`src/rtl/cpu_pkg.sv`:
```
// Shared CPU definitions: NOP encoding, default fetch vectors and the
// next-PC select encoding used by the fetch stage.
package cpu_pkg;

  localparam logic [31:0] NOP_INS         = 32'h0000_0000;
  localparam logic [31:0] DEFAULT_RESET_PC = 32'h0000_0000;
  localparam logic [31:0] DEFAULT_INT_VEC  = 32'h0000_0100;

  typedef enum logic [2:0] {
    NPC_SEQ,
    NPC_HOLD,
    NPC_REDIR,
    NPC_ERET,
    NPC_INT
  } npc_sel_t;

endpackage

```
`src/rtl/if_stage_next_pc_mux.sv`:
```
// Next-PC priority encoder and mux for the fetch stage (purely combinational).
module next_pc_mux
  import cpu_pkg::*;
#(
  parameter logic [31:0] INT_VEC = DEFAULT_INT_VEC
) (
  input  logic        halted,
  input  logic        redirect,
  input  logic [31:0] redirect_pc,
  input  logic        stall,
  input  logic        halt,
  input  logic        eret,
  input  logic [31:0] epc,
  input  logic        irq,
  input  logic        int_en,
  input  logic [31:0] pc,
  output npc_sel_t    sel,
  output logic [31:0] npc
);

  // Redirect outranks stall so a branch resolved in EX squashes a held ID instruction.
  always_comb begin
    sel = NPC_SEQ;
    if (halted)              sel = NPC_HOLD;
    else if (redirect)       sel = NPC_REDIR;
    else if (stall || halt)  sel = NPC_HOLD;
    else if (eret)           sel = NPC_ERET;
    else if (irq && int_en)  sel = NPC_INT;
  end

  always_comb begin
    npc = pc + 32'd1;
    case (sel)
      NPC_HOLD:  npc = pc;
      NPC_REDIR: npc = redirect_pc;
      NPC_ERET:  npc = epc;
      NPC_INT:   npc = INT_VEC;
      default:   npc = pc + 32'd1;
    endcase
  end

endmodule

```
`src/rtl/if_stage.sv`:
```
// Instruction fetch stage with IF/ID register, interrupt entry, eret return,
// sticky halt and cycle/flush counters.
module if_stage
  import cpu_pkg::*;
#(
  parameter logic [31:0] RESET_PC = DEFAULT_RESET_PC,
  parameter logic [31:0] INT_VEC  = DEFAULT_INT_VEC
) (
  input  logic        clk,
  input  logic        rst,
  input  logic        stall,
  input  logic        halt,
  input  logic        redirect,
  input  logic [31:0] redirect_pc,
  input  logic        eret,
  input  logic [31:0] epc,
  input  logic        irq,
  input  logic        int_en,
  output logic [31:0] imem_addr,
  input  logic [31:0] imem_data,
  output logic [31:0] ins,
  output logic [31:0] pc_id,
  output logic        valid_id,
  output logic        int_ack,
  output logic [31:0] epc_save,
  output logic [31:0] cyc_cnt,
  output logic [31:0] flush_cnt
);

  logic [31:0] r_pc_p0;
  logic [31:0] r_ins_p1;
  logic [31:0] r_pc_p1;
  logic        r_vld_p1;
  logic        r_halted;
  logic        r_int_ack;
  logic [31:0] r_epc_save;
  logic [31:0] r_cyc_cnt;
  logic [31:0] r_flush_cnt;
  npc_sel_t    w_sel;
  logic [31:0] w_npc;

  next_pc_mux #(.INT_VEC(INT_VEC)) u_next_pc_mux (
    .halted      (r_halted),
    .redirect    (redirect),
    .redirect_pc (redirect_pc),
    .stall       (stall),
    .halt        (halt),
    .eret        (eret),
    .epc         (epc),
    .irq         (irq),
    .int_en      (int_en),
    .pc          (r_pc_p0),
    .sel         (w_sel),
    .npc         (w_npc)
  );

  // p0 -> p1: PC update and IF/ID load, flush or hold
  always_ff @(posedge clk) begin
    if (rst) begin
      r_pc_p0     <= RESET_PC;
      r_ins_p1    <= NOP_INS;
      r_pc_p1     <= 32'd0;
      r_vld_p1    <= 1'b0;
      r_halted    <= 1'b0;
      r_int_ack   <= 1'b0;
      r_epc_save  <= 32'd0;
      r_cyc_cnt   <= 32'd0;
      r_flush_cnt <= 32'd0;
    end else begin
      r_pc_p0   <= w_npc;
      r_int_ack <= 1'b0;
      if (!r_halted) r_cyc_cnt <= r_cyc_cnt + 32'd1;
      if (r_halted) begin
        r_ins_p1 <= NOP_INS;
        r_pc_p1  <= 32'd0;
        r_vld_p1 <= 1'b0;
      end else begin
        case (w_sel)
          NPC_SEQ: begin
            r_ins_p1 <= imem_data;
            r_pc_p1  <= r_pc_p0;
            r_vld_p1 <= 1'b1;
          end
          NPC_HOLD: begin
            // Stall keeps IF/ID intact; only a halt request lands here without stall.
            if (!stall) begin
              r_halted <= 1'b1;
              r_ins_p1 <= NOP_INS;
              r_pc_p1  <= 32'd0;
              r_vld_p1 <= 1'b0;
            end
          end
          NPC_REDIR, NPC_ERET, NPC_INT: begin
            r_ins_p1    <= NOP_INS;
            r_pc_p1     <= 32'd0;
            r_vld_p1    <= 1'b0;
            r_flush_cnt <= r_flush_cnt + 32'd1;
            if (w_sel == NPC_INT) begin
              r_int_ack  <= 1'b1;
              r_epc_save <= r_pc_p0;
            end
          end
          default: ;
        endcase
      end
    end
  end

  assign imem_addr = r_pc_p0;
  assign ins       = r_ins_p1;
  assign pc_id     = r_pc_p1;
  assign valid_id  = r_vld_p1;
  assign int_ack   = r_int_ack;
  assign epc_save  = r_epc_save;
  assign cyc_cnt   = r_cyc_cnt;
  assign flush_cnt = r_flush_cnt;

endmodule
```
`config.mk`:
```
export PLATFORM = sky130hd
export DESIGN_NAME = if_stage
export DESIGN_NICKNAME = d
export VERILOG_FILES = /design/src/rtl/cpu_pkg.sv /design/src/rtl/if_stage_next_pc_mux.sv /design/src/rtl/if_stage.sv
export SDC_FILE = /design/constraint.sdc
export NUM_CORES = 1
export LEC_CHECK = 0
export ABC_AREA = 1
export CAP_MARGIN = 20
export CORE_ASPECT_RATIO = 0.75
export CORE_MARGIN = 4
export CORE_UTILIZATION = 35
export CTS_CLUSTER_SIZE = 30
export DETAILED_ROUTE_END_ITERATION = 10
export GPL_TIMING_DRIVEN = 1
export HOLD_SLACK_MARGIN = 0.12
export PLACE_DENSITY = 0.63
export REMOVE_ABC_BUFFERS = 1
export SKIP_CTS_REPAIR_TIMING = 1
export SYNTH_ARGS = -nofsm -noshare
export SYNTH_HDL_FRONTEND = slang
export SYNTH_SLANG_ARGS = --single-unit
```
`constraint.sdc`:
```
create_clock -name clk -period 2.1 [get_ports clk]
set_clock_uncertainty 0.15 [all_clocks]
set_input_delay 0.42 -clock clk [delete_from_list [all_inputs] [get_ports clk]]
set_output_delay 0.42 -clock clk [all_outputs]
set_load 0.1 [all_outputs]
```
# Yosys cells after proc, flatten, opt, wreduce, memory -nomap -nowiden
# Cells that the tools add are included.
# totals
output_inout_bits,194
in_bits,104
regBits,195
elab_cells,44
# classes
bitwise_logic,2
mux,15
eq_ne,5
add_sub_neg,3
n_reduce_logical,10
# op_table
operator,n
32-bit case mux with 3 select lines,2
32-bit case mux with 4 select lines,1
32-bit by 1-bit adder with 32-bit output (second input constant),3
32-bit 2-to-1 mux,1
3-bit 2-to-1 mux,5
3-bit by 2-bit == test with 1-bit output (second input constant),2
3-bit OR reduction,2
1-bit 2-to-1 mux,5
2-bit AND reduction,2
3-bit by 1-bit == test with 1-bit output (second input constant),1
3-bit == test (second input constant),1
3-bit zero test,1
1-bit case mux with 3 select lines,1
3-bit AND reduction,1
3-bit nonzero test,1
2-bit != test (second input constant),1
1-bit NOT,2
2-bit OR reduction,1
1-bit logical AND,1
1-bit logical OR,1

# Longest topological paths before layout
# Gate-level depths: netlist (run 1).
# logic_depth
ltp_word,10
ltp_mapped,11
ltp_nobuf,11

# Cells and area by module
# From an unflattened synthesis (run 1), not the netlist that was laid out.
# hier_totals
cells_unflattened,1519
area_unflattened_um2,9844.4
# by_module_without_submodules
module,instances,cells_each,seq_area_each_um2,area_per_inst_um2
if_stage,1,1100,3903.7,8027.7
next_pc_mux,1,419,0.0,1816.7

# Least setup slack after synthesis (run 1)
# OpenSTA, ideal clock, no wires.
# synth_timing
path_type,register to register
startpoint,register r_pc_p0[1] (netlist: imem_addr[1])
endpoint,register r_pc_p0[14] (netlist: imem_addr[14])
setup_ps,119
required_time_ps,1831
arrival_ps,2328
n_path_buf,0
stages_incl_launch_ff,11
period_less_slack_ps,2597
setup_slack_ps,-497
cell_sequence,dfxtp_1 ha_1 nand2_1 nor2_1 nand2_1 nor2_2 nand2_1 o21ai_1 nand3_1 nand2_1 nor2_1
# synth_between
elab_chain_cells,2
# synth_lines
item,line_no,rtl
start: declaration,if_stage.sv:30,logic [31:0] r_pc_p0;
start signal: assignment,if_stage.sv:70,r_pc_p0 <= w_npc;
32-bit by 1-bit adder with 32-bit output,-,
32-bit case mux with 4 select lines,if_stage_next_pc_mux.sv:33,case (sel)
# Every way passes these cells.
# A chain may end at the register's enable or synchronous reset.

# Final worst setup path (run 1)
# layout_timing
startpoint,input redirect
endpoint,register r_pc_p0[20] (netlist: imem_addr[20])
# layout_between
elab_chain_cells,4
elab_cells_between_ends,7
cone_classes,eq/ne: 4; mux: 3
# layout_lines
item,line_no,rtl
start: declaration,if_stage.sv:13,"input logic redirect,"
3-bit 2-to-1 mux *,if_stage_next_pc_mux.sv:25,else if (redirect) sel = NPC_REDIR;
3-bit 2-to-1 mux *,if_stage_next_pc_mux.sv:24,if (halted) sel = NPC_HOLD;
"3-bit == test, or another cell as far along",if_stage_next_pc_mux.sv:33,
32-bit case mux with 4 select lines,if_stage_next_pc_mux.sv:33,
# Every way passes the cells marked *; elsewhere a longest branch is shown, timed or not.

==> results.cfg, run 1 <==
[setup_path]
cpPeakStageDelay_ps = 510
reg2reg_depth = 11
crit-reg2reg-launch = imem_addr[1]$_SDFFE_PP0P_
rrSetupSlack_ps = 200
worst_setup_path_start_kind = primary input
worst-setup-path-type = primary input to flop
cp_common_cell = nor2_1
r2r_end = imem_addr[28]$_SDFFE_PP0P_
cp_cell_sequence = clkdlybuf4s50_1 > inv_1 > nor2_2 > buf_6 > clkinv_1 > buf_4 > nor2_1 > nor2_1 > o21ai_0 > inv_1 > nand3_1 > nand2_1 > nor2_1
path_max_fanout = 13
end_kind = flop
critPathRequiredTime_ps = 2320
arrival_ps = 2180
crit_path_top_delay_cell = clkdlybuf4s50_1

[die]
coreArea_mm2 = 0.0272
die_area_mm2 = 0.0306
start_util = 0.359
fp.dieH_um = 153
io_pins = 298
die-width_um = 201
rows = 52

[synthesis]
ys_seq_area_frac = 0.400
synth.distinct_cells = 42
postSynthCellCount = 1501
synth_top_cells_by_count = nand2_1, nor2_1, dfxtp_1, a21oi_1, nand3_1
syn-cell-area_mm2 = 0.00976
synth_ff_type = dfxtp_1
synth.area.top_cells = dfxtp_1, nand2_1, a21oi_1
yosysMostFrequentCell = nand2_1
yosysWarnings = 0
yosysTopAreaCellShare = 0.400
synthArstFlopShare = 0
syn_area_per_cell_um2 = 6.50
synth.ff_latch_count = 195
synth_top_cell_by_area = dfxtp_1
synth-edff-count = 0

[cts]
clockRootBuffer = clkbuf_16
path_clk_slew_ps = 70
clockBufferDepth = 2
worstSkewPairLatency_ps = 440
cts_tree = built
clock-sinks = 195
h-tree-depth = 4
cts_buffers = 17

[worst_hold_path]
hold_start = epc_save[14]$_SDFFE_PP0P_
hold_class = flop to flop
hold_depth = 2
whs_endpoint = epc_save[14]$_SDFFE_PP0P_

[global_routing]
grtUsageMet3 = 0.0523
use_met1 = 0.334
grt_pass1_vias = 9982
grt.busiest_layer = met2
grt_pass1_wl_um = 56500
grt_max_degree = 66
grt_remaining_overflow = 0
grtUsageTotal = 0.227
antenna_found_initial = 0
grtUsageMet2 = 0.342

[place]
place_congestion = 0.912
preCtsSetupSlack_ps = -368
numPortBuffers = 297
placed_area_mm2 = 0.0147
dp_cells = 2191
hpwl_um = 27900

[cells_and_area]
final_nets = 1966
num_antenna_cells = 0
stdcell_area_mm2 = 0.0152
areaGrowthSynthToFinish_pct = 56.3
drive_gt1_frac = 0.200
n_fill_cell = 2579
multi_input_area_mm2 = 0.00504
final-seq-area_mm2 = 0.00391
finalNonFillerCells = 2222

[timing]
period_needed_ps = 1960
tightest_slew_ps = 469
finalWorstSetupSlack_ps = 145
period_share = 0.931
slew_headroom = 0.685
setup-violations-final = 0
finalHoldViolCount = 0
fmax_mhz = 511
rsz0062_at_grt = no
maxSlewViolCount = 0

[detailed_routing]
drc = 0
drt-vias-per-instance = 4.94
first_pass_iters = 5
drtIter0Drc = 848
routed_wl_um = 36200
wl_per_cell_um = 16.3
ant_nets = 0
route.vias.total = 10970

[pwr]
p_leak_nw = 5.94
powerDensity_mw_per_mm2 = 640
ir_drop_v = 0.000609

[run]
max_cap_viol_count = 0

[status]
status = finished, final reports clean
-- critical path: cells and delay by family --
family / cells / cell delay (ps)
buf+inv: 6 / 1180
simple gates: 6 / 510
compound gates: 1 / 70
-- registers in the layout, summed over array words and instances (netlist names) --
register   cells
cyc_cnt       32
epc_save      32
flush_cnt     32
imem_addr     32
ins           32
int_ack        1
pc_id         32
r_halted       1
valid_id       1
-- cell usage in the layout, fill, tap and decap left out, types with 3 or more instances in the layout --
master / count
buf_4: 194
and3_1: 4
o21ai_0: 75
nor2_1: 202
a22o_1: 9
inv_1: 127
clkdlybuf4s50_1: 102
xor2_1: 13
clkinvlp_4: 3
clkbuf_16: 17
inv_6: 3
nand3b_1: 18
buf_12: 115
dfxtp_1: 194
a21oi_1: 169
clkbuf_8: 4
a22oi_1: 7
nand2_2: 3
nand3_1: 127
inv_2: 5
clkinv_2: 3
nor3b_1: 3
ha_1: 3
nor3_1: 10
a31oi_1: 4
nor2_2: 11
nand2_1: 399
nand3_2: 3
xnor2_1: 4
nand4_1: 13
-- routing by layer --
layer  share of wire  wire length [µm]
met1            0.48             17500
met2            0.44             15900
met3           0.065              2340
met4           0.013               480
met5               0                 0
-- report_power, final --
part	switching, W	total (W)	internal (W)
Sequential	0.000117	0.00394	0.00382
Combinational	0.00169	0.00264	0.000948
Clock	0.00153	0.00318	0.00165
-- worst max path at each step --
stage | from | to | slack, ps | depth (start not counted)
after global placement | stall | flush_cnt[23]$_SDFFE_PP0P_ | -270 | 9
after detailed placement | stall | ins[29]$_SDFFE_PP0P_ | -370 | 9
after CTS | stall | ins[29]$_SDFFE_PP0P_ | 90 | 9
after global routing | cyc_cnt[5]$_SDFFE_PP0N_ | cyc_cnt[29]$_SDFFE_PP0N_ | 20 | 10
after floorplan | r_halted$_SDFF_PP0_ | imem_addr[5]$_SDFFE_PP0P_ | -1970 | 7
final | redirect | imem_addr[20]$_SDFFE_PP0P_ | 140 | 13
-- area by class of cell --
cell class / count / share of cell area
clock buffer: 22 / 0.0318
clock inverter: 9 / 0.00468
inverter: 135 / 0.0334
timing repair buffer: 413 / 0.314
multi-input combinational: 1097 / 0.331
sequential: 195 / 0.256
tap: 351 / 0.0288
-- kinds of logic after synthesis --
logic type | count (synthesis) | share of synthesized area
simple gates | 801 | 0.344
compound gates | 276 | 0.150
buf+inv | 209 | 0.0864
flops | 195 | 0.400
xor+xnor | 17 | 0.0153
fa+ha+maj | 3 | 0.00385
-- metrics by stage --
| step | setup TNS [ps] | util | hold slack (ps) | power (W) |
|---|---|---|---|---|
| after floorplan | -239630 | - | 339 | 0.00542 |
| after global placement | -25650 | 0.539 | 283 | 0.00663 |
| after detailed placement | -36920 | 0.539 | 287 | 0.00665 |
| after CTS | 0 | 0.560 | 298 | 0.00983 |
| after global routing | 0 | 0.561 | 313 | 0.0101 |
| final | 0 | 0.561 | 293 | 0.00976 |
Note: power is estimated with default switching activity, not from simulation.
==> run 2: changes to the inputs <==
GPL_TIMING_DRIVEN = default   (was 1)
clock period = 2.52 ns   (was 2.1 ns; I/O delays follow)
==> run 2 against run 1 <==
Critical path depth shrank 2. Non-clock buffer count shrank 70. Final cell count shrank 3.1%. Combinational power shrank 31%. Global-route usage shrank 0.87 points. Via count shrank 3.5%. Register-to-register slack gained 260 ps. Design area shrank 12%. Utilization shrank 6.7 points. Count of clock-buffer cells in the layout shrank 3. Critical path type unchanged. Largest power group unchanged. Highest routed layer unchanged.
==> results.cfg, run 2 (synthesis results as in run 1) <==
[status]
status = finished, final reports clean

[pwr]
ir_drop_v = 0.000453
power.switching_w = 0.00273
p_leak_nw = 5.28
sw_frac_of_total = 0.346
p_clk_frac = 0.347
combPwrFrac = 0.231
powerDensity_mw_per_mm2 = 587
p_seq_frac = 0.422
power_w = 0.00787
p_int_w = 0.00515

[detailed_routing]
drt-vias-per-instance = 4.92
wl_per_cell_um = 16.2
first_pass_iters = 5
drc = 0
route.vias.total = 10582
routed_wl_um = 34800
ant_nets = 0
drtIter0Drc = 754

[run]
max_cap_viol_count = 0

[cts]
cts_buffers = 17
h-tree-depth = 4
clock-sinks = 195
clockBufferDepth = 2
cts_tree = built
path_clk_slew_ps = 70
clockRootBuffer = clkbuf_16
worstSkewPairLatency_ps = 440

[global_routing]
grtUsageTotal = 0.218
antenna_found_initial = 0
grt_pass1_wl_um = 54800
grt_pass1_vias = 9709
grt_remaining_overflow = 0
grt_max_degree = 67

[cells_and_area]
drive_gt1_frac = 0.166
areaGrowthSynthToFinish_pct = 37.5
stdcell_area_mm2 = 0.0134
layout_common_cells = nand2_1, buf_4, nor2_1
num_antenna_cells = 0
mostFrequentLayoutCell = nand2_1
final_nets = 1896

[timing]
period_needed_ps = 2120
fmax_mhz = 471
maxSlewViolCount = 0
final.setup.tns_ps = 0
worst_hold_slack_ps = 294
period_share = 0.842
finalHoldViolCount = 0
tightest_slew_ps = 706
setup-violations-final = 0
rsz0062_at_grt = no
slew_headroom = 0.529

[die]
rows = 52
die_area_mm2 = 0.0306
die-width_um = 201
coreArea_mm2 = 0.0272
start_util = 0.359
io_pins = 298
fp.dieH_um = 153

[setup_path]
worst-setup-path-type = primary input to flop
arrival_ps = 2330
cpPeakStageDelay_ps = 530
end_kind = flop
worst_setup_path_start_kind = primary input
cp_num_buf_inv = 5
cp_top_family = buffers and inverters
crit_path_top_delay_cell = clkdlybuf4s50_1
path_max_fanout = 16
critPathRequiredTime_ps = 2720
cp_cell_sequence = clkdlybuf4s50_1 > inv_1 > nor2_2 > buf_4 > clkinv_1 > buf_4 > nor2_1 > nor2_1 > a21oi_1 > nand2_1 > a21oi_1

[place]
place_congestion = 0.899
numPortBuffers = 297
hpwl_um = 26200
placed_area_mm2 = 0.0128

[worst_hold_path]
hold_class = flop to flop
==> run 2: cell count changes in the layout (fill, tap and decap cells not counted), sizes merged <==
cell,before,now
inv,135,136
clkbuf,22,19
clkinv,6,9
clkinvlp,3,2
buf,311,241
bufinv,0,1
==> run 2: power by group through the flow <==
stage	registers, W	logic, W	clock network (W)
after floorplan	0.00408	0.000438	0
after global placement	0.00339	0.00181	0
after detailed placement	0.00339	0.00183	0
after CTS	0.00332	0.00183	0.00281
after global routing	0.00334	0.00193	0.00294
final	0.00332	0.00182	0.00273
==> run 2: metal layers <==
metal / vias up / global-route usage / wire length (µm)
li1: 5429 / - / -
met1: 4863 / 0.322 / 17100
met2: 272 / 0.330 / 15300
met3: 18 / 0.0502 / 2140
met4: 0 / 0.0377 / 293
met5: - / 0 / 0
==> run 2: layout make-up <==
type                       instances  area, µm²
multi-input combinational       1097       5020
inverter                         135        509
timing repair buffer             343       2970
clock inverter                    13        126
sequential                       195       3900
clock buffer                      19        453
fill                            2743      13800
tap                              351        439
==> run 2: stage by stage <==
stage / util / std cells / worst slack (ps)
5_1_grt: 0.493 / 2153 / 220
2_1_floorplan: - / 1427 / -1550
3_3_place_gp: 0.472 / 2121 / -19.0
6_report: 0.493 / 2153 / 397
3_5_place_dp: 0.472 / 2121 / -55.7
4_1_cts: 0.493 / 2153 / 393
==> run 2: final timing paths <==
| check | from | to | slack, ps | cells past startpoint |
|---|---|---|---|---|
| worst max-delay path | redirect | imem_addr[27]$_SDFFE_PP0P_ | 400 | 11 |
| worst min-delay path | epc_save[6]$_SDFFE_PP0P_ | epc_save[6]$_SDFFE_PP0P_ | 290 | 2 |
| worst max register to register | imem_addr[0]$_SDFFE_PP0P_ | imem_addr[28]$_SDFFE_PP0P_ | 460 | 11 |
| worst min register to register | epc_save[6]$_SDFFE_PP0P_ | epc_save[6]$_SDFFE_PP0P_ | 290 | 2 |
==> run 2: worst min-delay path: stages (launching register included) <==
cell,delay (ps)
dfxtp_1,310
inv_1,50
a21oi_1,40
